$ cat config.mk
export PLATFORM = sky130hd
export DESIGN_NAME = uart_tx
export DESIGN_NICKNAME = d
export VERILOG_FILES = /design/src/rtl/uart_tx_pkg.sv /design/src/rtl/uart_baud_counter.sv /design/src/rtl/uart_tx.sv
export SDC_FILE = /design/constraint.sdc
export NUM_CORES = 1
export LEC_CHECK = 0
export BUFFER_PORTS_ARGS = -buffer_cell sky130_fd_sc_hd__buf_4
export CAP_MARGIN = 25
export CORE_ASPECT_RATIO = 0.8
export CORE_MARGIN = 4
export CORE_UTILIZATION = 41
export DETAILED_ROUTE_END_ITERATION = 10
export GPL_TIMING_DRIVEN = 0
export SLEW_MARGIN = 20
export SYNTH_ARGS = -nofsm -noshare
export SYNTH_HDL_FRONTEND = slang
export SYNTH_HIERARCHICAL = 1
export SYNTH_SLANG_ARGS = --single-unit
$ cat constraint.sdc
create_clock -name clock -period 1.84 [get_ports clock]
set_input_delay 0.368 -clock clock [delete_from_list [all_inputs] [get_ports clock]]
set_output_delay 0.368 -clock clock [all_outputs]
set_load 0.02 [all_outputs]
$ cat src/rtl/uart_tx_pkg.sv
// Shared UART definitions: state encodings used by the transmitter and the future receiver.
package uart_tx_pkg;

  localparam int unsigned UART_CLKS_PER_BIT = 434;
  localparam int unsigned UART_STATE_W      = 3;

  typedef enum logic [UART_STATE_W-1:0] {
    UART_IDLE   = 3'd0,
    UART_START  = 3'd1,
    UART_DATA   = 3'd2,
    UART_PARITY = 3'd3,
    UART_STOP   = 3'd4
  } uartState_t;

endpackage

$ cat src/rtl/uart_baud_counter.sv
// Bit-period counter: counts 0..CLKS_PER_BIT-1 and flags the last cycle of each bit with a registered tick.
module uart_baud_counter
  import uart_tx_pkg::*;
#(
  parameter int unsigned CLKS_PER_BIT = UART_CLKS_PER_BIT,
  localparam int unsigned CNT_W = $clog2(CLKS_PER_BIT)
) (
  input  logic             clock,
  input  logic             reset,
  input  logic             clear,
  output logic [CNT_W-1:0] count,
  output logic             tick
);

  // tick is registered alongside count so it is high exactly when count == CLKS_PER_BIT-1
  always_ff @(posedge clock or negedge reset) begin
    if (!reset) begin
      count <= '0;
      tick  <= 1'b0;
    end else if (clear) begin
      count <= '0;
      tick  <= 1'b0;
    end else if (tick) begin
      count <= '0;
      tick  <= 1'b0;
    end else begin
      count <= count + CNT_W'(1);
      tick  <= (count == CNT_W'(CLKS_PER_BIT - 2));
    end
  end

endmodule

$ cat src/rtl/uart_tx.sv
// UART transmitter, 8N1 LSB first, one instance per channel.
// Define UART_TX_PARITY_EN to insert an even-parity bit between data and stop.
module uart_tx
  import uart_tx_pkg::*;
#(
  parameter int unsigned CLKS_PER_BIT = UART_CLKS_PER_BIT,
  parameter int unsigned DATA_BITS    = 8
) (
  input  logic                 clock,
  input  logic                 reset,
  input  logic                 enableTx,
  input  logic [DATA_BITS-1:0] dataIn,
  output logic                 busyTx,
  output logic                 tx,
  output logic                 doneTx
);

  localparam int unsigned CNT_W = $clog2(CLKS_PER_BIT);
  localparam int unsigned IDX_W = (DATA_BITS > 1) ? $clog2(DATA_BITS) : 1;

  uartState_t           state;
  logic [DATA_BITS-1:0] shiftReg;
  logic [IDX_W-1:0]     bitIdx;
  logic [CNT_W-1:0]     baudCount;
  logic                 baudTick;
  logic                 baudClear;
`ifdef UART_TX_PARITY_EN
  logic                 parityBit;
`endif

  // Counter is held at zero in IDLE so every frame starts on a fresh bit period
  assign baudClear = (state == UART_IDLE);

  uart_baud_counter #(
    .CLKS_PER_BIT(CLKS_PER_BIT)
  ) uBaud (
    .clock(clock),
    .reset(reset),
    .clear(baudClear),
    .count(baudCount),
    .tick (baudTick)
  );

  always_ff @(posedge clock or negedge reset) begin
    if (!reset) begin
      state    <= UART_IDLE;
      tx       <= 1'b1;
      busyTx   <= 1'b0;
      doneTx   <= 1'b0;
      shiftReg <= '0;
      bitIdx   <= '0;
`ifdef UART_TX_PARITY_EN
      parityBit <= 1'b0;
`endif
    end else begin
      doneTx <= 1'b0;
      unique case (state)
        UART_IDLE: begin
          if (enableTx) begin
            shiftReg <= dataIn;
`ifdef UART_TX_PARITY_EN
            parityBit <= ^dataIn;
`endif
            state    <= UART_START;
            tx       <= 1'b0;
            busyTx   <= 1'b1;
          end
        end
        UART_START: begin
          if (baudTick) begin
            state  <= UART_DATA;
            bitIdx <= '0;
            tx     <= shiftReg[0];
          end
        end
        UART_DATA: begin
          if (baudTick) begin
            shiftReg <= shiftReg >> 1;
            if (bitIdx == IDX_W'(DATA_BITS - 1)) begin
`ifdef UART_TX_PARITY_EN
              state <= UART_PARITY;
              tx    <= parityBit;
`else
              state <= UART_STOP;
              tx    <= 1'b1;
`endif
            end else begin
              bitIdx <= bitIdx + IDX_W'(1);
              tx     <= shiftReg[1];
            end
          end
        end
`ifdef UART_TX_PARITY_EN
        UART_PARITY: begin
          if (baudTick) begin
            state <= UART_STOP;
            tx    <= 1'b1;
          end
        end
`endif
        UART_STOP: begin
          // doneTx is set one cycle early so it is visible during the final stop-bit cycle
          if (baudTick) begin
            state  <= UART_IDLE;
            busyTx <= 1'b0;
          end else if (baudCount == CNT_W'(CLKS_PER_BIT - 2)) begin
            doneTx <= 1'b1;
          end
        end
        default: begin
          state  <= UART_IDLE;
          tx     <= 1'b1;
          busyTx <= 1'b0;
        end
      endcase
    end
  end

endmodule

==> key figures <==
Status
  – Failing checks: negative hold slack
  – Outcome: complete, but fails checks

Logic synthesis
  – Synth Area in Simple Gates: ~22%
  – Syn_area_per_cell: 9.666 sq um
  – Top-area cell type share of the netlist area: between 40% and 50%
  – Multiplexer share of the synthesized area: around 6.6%
  – Post-synthesis compound-gate area fraction: a little under an eighth
  – Main combinational cell family by area after synthesis: simple AND/OR/NAND/NOR gates
  – Mapped cell area: 1373 sq um
  – Synth cell types: 35
  – Largest cells by area after synthesis: dfrtp_1 47%, mux2i_1 6.6%, nand2_1 4.9%
  – Ys Warns: 6
  – Post-Synth Adder-Cell Area: roughly 3.6%
  – Synth Register Bits: 27
  – Dominant cell type by area after synthesis: dfrtp_1
  – Syn Inst Count: around 140
  – Sequential area share after synthesis: 49.32%
  – Post-Syn Nets: approximately 160
  – Synth Area in XOR/XNOR: roughly 2.6%

Routing
  – Post-Route M1 WL: roughly 1.3 mm
  – Initial DRC count: 72
  – DR WL met3: 126 um
  – Antenna-violating nets left: 0
  – DR WL/cell: 13.21 um
  – Top Layer Used: met4
  – WL final: roughly 2.6 mm
  – Via-per-instance ratio: roughly 5.4
  – Vias: around 1,100
  – Drt first pass iters: 4
  – Remaining DRCs: 0
  – Metal2 WL: approximately 1.1 mm

Floorplanning
  – Initial core utilization: a little over two fifths
  – Die height: between 50 and 60 um
  – I/O pin cnt: 14
  – Die area: approximately 4300 sq um
  – Site row count: 18
  – Die width: slightly above 70 um
  – Core area: 3153 sq um

Setup path
  – CP endpoint: shiftReg[6]
  – Worst R2R Path Depth: 5
  – CP Data Arrival Time: ~1.8 ns
  – CP Capture Type: register
  – Critical path type: register to register
  – End of the worst register-to-register path: shiftReg[6]
  – Crit Reg-Reg Startpoint: state[2]
  – Worst setup path startpoint: state[2]
  – R2R setup slack: approximately 0.22 ns
  – Crit start category: register
  – Critical Path RT: approximately 2.0 ns
  – Crit path max fanout: 10

Clock tree
  – CTS clk-pin slew, worst paths: around 0.09 ns
  – Clk sink count: 27
  – Clk_lat worst skew: approximately 0.27 ns
  – Hold buffers post-CTS: 0
  – CTS HTree Levels: 1
  – CTS tree: built
  – Max Buffers Root-to-Sink: 2
  – Clock root cell: clkbuf_8
  – Cts bufs inserted: 3
  – Postcts setup bufs: 0

GRT
  – First-pass GRT wire length: 4.636 mm
  – GRT Total Usage: 13.82%
  – Total grt overflow: 0
  – Vias in the first global route: about 1,000
  – Initial antenna violation count: 0
  – Largest net degree at the start of global routing: 28

Pwr
  – LEAKAGE: ~0.67 nW
  – Int Power: ~1 mW
  – Clock Power Share: a little under a quarter
  – Peak VDD IR: between 0.4 and 0.5 mV
  – Comb power frac: between 10% and 20%
  – Flop pwr share: 58.4%
  – Switch share: between 20% and 30%
  – Sw Pwr: 0.4182 mW
  – Pwr Density: 891.1 nW/um^2

Layout
  – Layout cell share with drive strength beyond 1: about 16%
  – # diodes: 0
  – Area Overhead vs Synth: 14.13%
  – Util after Layout: 49.68%
  – Commonest non-fill, non-tap cell in the layout: dfrtp_1
  – Most frequent cells in the layout: 26 x dfrtp_1, 18 x nand2_1, 13 x buf_4
  – Nets: 175
  – Fillcell total: a little under 300

Placed design
  – RD Place Congestion: between 0.7 and 0.8
  – Pre-CTS setup slack: approximately 0.10 ns
  – Port Buffers: 13
  – DP HPWL: around 1.9 mm

STA
  – Fin crit share: around 88%
  – Final hold vios: 8
  – RSZ-0062 raised after global routing: false
  – Setup TNS: 0 ns
  – Final setup vio count: 0
  – Final hold slack: -0.006227 ns
  – Post-route minimum period: around 1.6 ns
  – Final WS setup: approximately 0.22 ns
  – Highest Clock Rate: 0.6180 GHz
  – Slew @ Worst Pin: 0.5233 ns
  – Slew HR: approximately two thirds
  – Clock Skew: a little under 0.01 ns
  – Slew Viols, Final: 0

Flow run
  – Number of max-cap violations: 0

Hold path
  – Tightest Hold Check Type: primary input to async pin
[registers in the layout, indices dropped and copies added, names as in the netlist]
register / cells
uBaud/count: 9
doneTx: 1
uBaud/tick: 1
tx: 1
shiftReg: 8
bitIdx: 3
state: 3
busyTx: 1
[area by class of cell]
cell class / instances / area, sq um / share of cell area, %
sequential: 27 / 676.9 / 43.21
multi-input combinational: 104 / 643.1 / 41.05
timing repair buffer: 13 / 97.59 / 6.230
tap: 40 / 50.05 / 3.195
clock buffer: 4 / 45.04 / 2.875
buffer: 7 / 38.79 / 2.476
inverter: 4 / 15.01 / 0.9585
[Yosys cell counts]
| library cell | n |
|---|---|
| buf_6 | 1 |
| nand4_1 | 1 |
| nor2b_1 | 2 |
| a31oi_1 | 1 |
| and2_1 | 1 |
| dfstp_2 | 1 |
| o22ai_1 | 1 |
| or4_1 | 1 |
| xnor2_1 | 1 |
| o21a_1 | 1 |
| nand2b_1 | 4 |
| nor2_1 | 8 |
| nand4bb_1 | 1 |
| o21ai_0 | 9 |
| a21oi_1 | 8 |
| inv_1 | 4 |
| ha_1 | 4 |
| xor2_1 | 3 |
| mux2i_1 | 9 |
| nor4bb_1 | 1 |
| nand3_1 | 5 |
| nand2_1 | 18 |
| nand3b_1 | 1 |
| nand4b_1 | 1 |
| or3_1 | 6 |
| clkbuf_1 | 3 |
| dfrtp_1 | 26 |
| nand3_2 | 1 |
| nor3_1 | 4 |
| or2_2 | 1 |
| nor3b_1 | 2 |
| o21ai_1 | 6 |
| o21ai_2 | 2 |
| buf_2 | 3 |
| a32oi_1 | 1 |
[power by group through the flow]
stage | Sequential, mW | Combinational, mW | Clock, mW
after global routing | 0.832 | 0.294 | 0.371
final | 0.815 | 0.252 | 0.330
after global placement | 0.822 | 0.242 | 0
after detailed placement | 0.825 | 0.256 | 0
after floorplan | 0.800 | 0.182 | 0
after CTS | 0.813 | 0.257 | 0.346
[cells by family (layout without fill, tap and decap cells)]
group	count (synthesis)	in the layout
fa+ha+maj	4	4
buf+inv	11	28
flops	27	27
simple gates	58	58
xor+xnor	4	4
compound gates	29	29
mux	9	9
[worst min-delay path by stage]
stage	cells after the start	slack, ns	startpoint	to
after CTS	1	0.004	reset	doneTx
after global routing	1	0.02	reset	uBaud/count[8]
after global placement	1	0.30	reset	doneTx
after detailed placement	1	0.30	reset	doneTx
after floorplan	0	0.07	reset	bitIdx[0]
final	1	-0.006	reset	uBaud/count[8]
[timing repair]
item,CTS,global route
gates resized for setup,0,2
setup endpoints to repair,0,7
hold endpoints to repair,0,0
[through the flow]
| step | total power [mW] | area, sq um | std cells |
|---|---|---|---|
| after floorplan | 0.9822 | 1373 | 142 |
| after global placement | 1.064 | 1520 | 195 |
| after detailed placement | 1.080 | 1520 | 195 |
| after CTS | 1.416 | 1565 | 199 |
| after global routing | 1.498 | 1567 | 199 |
| final | 1.396 | 1567 | 199 |
[routing by layer]
layer / vias to the layer above / track usage [%]
li1: 527 / -
met1: 510 / 19.56
met2: 24 / 20.31
met3: 6 / 4.370
met4: 0 / 3.947
met5: - / 0
[worst max-delay path, stage by stage (launching register included)]
cell and delay (ns):
dfrtp_1 0.37, clkbuf_1 0.19, nor3b_1 0.29, buf_2 0.32
mux2i_1 0.26, o21ai_2 0.07
No activity file was read; power rests on OpenSTA's default activity.
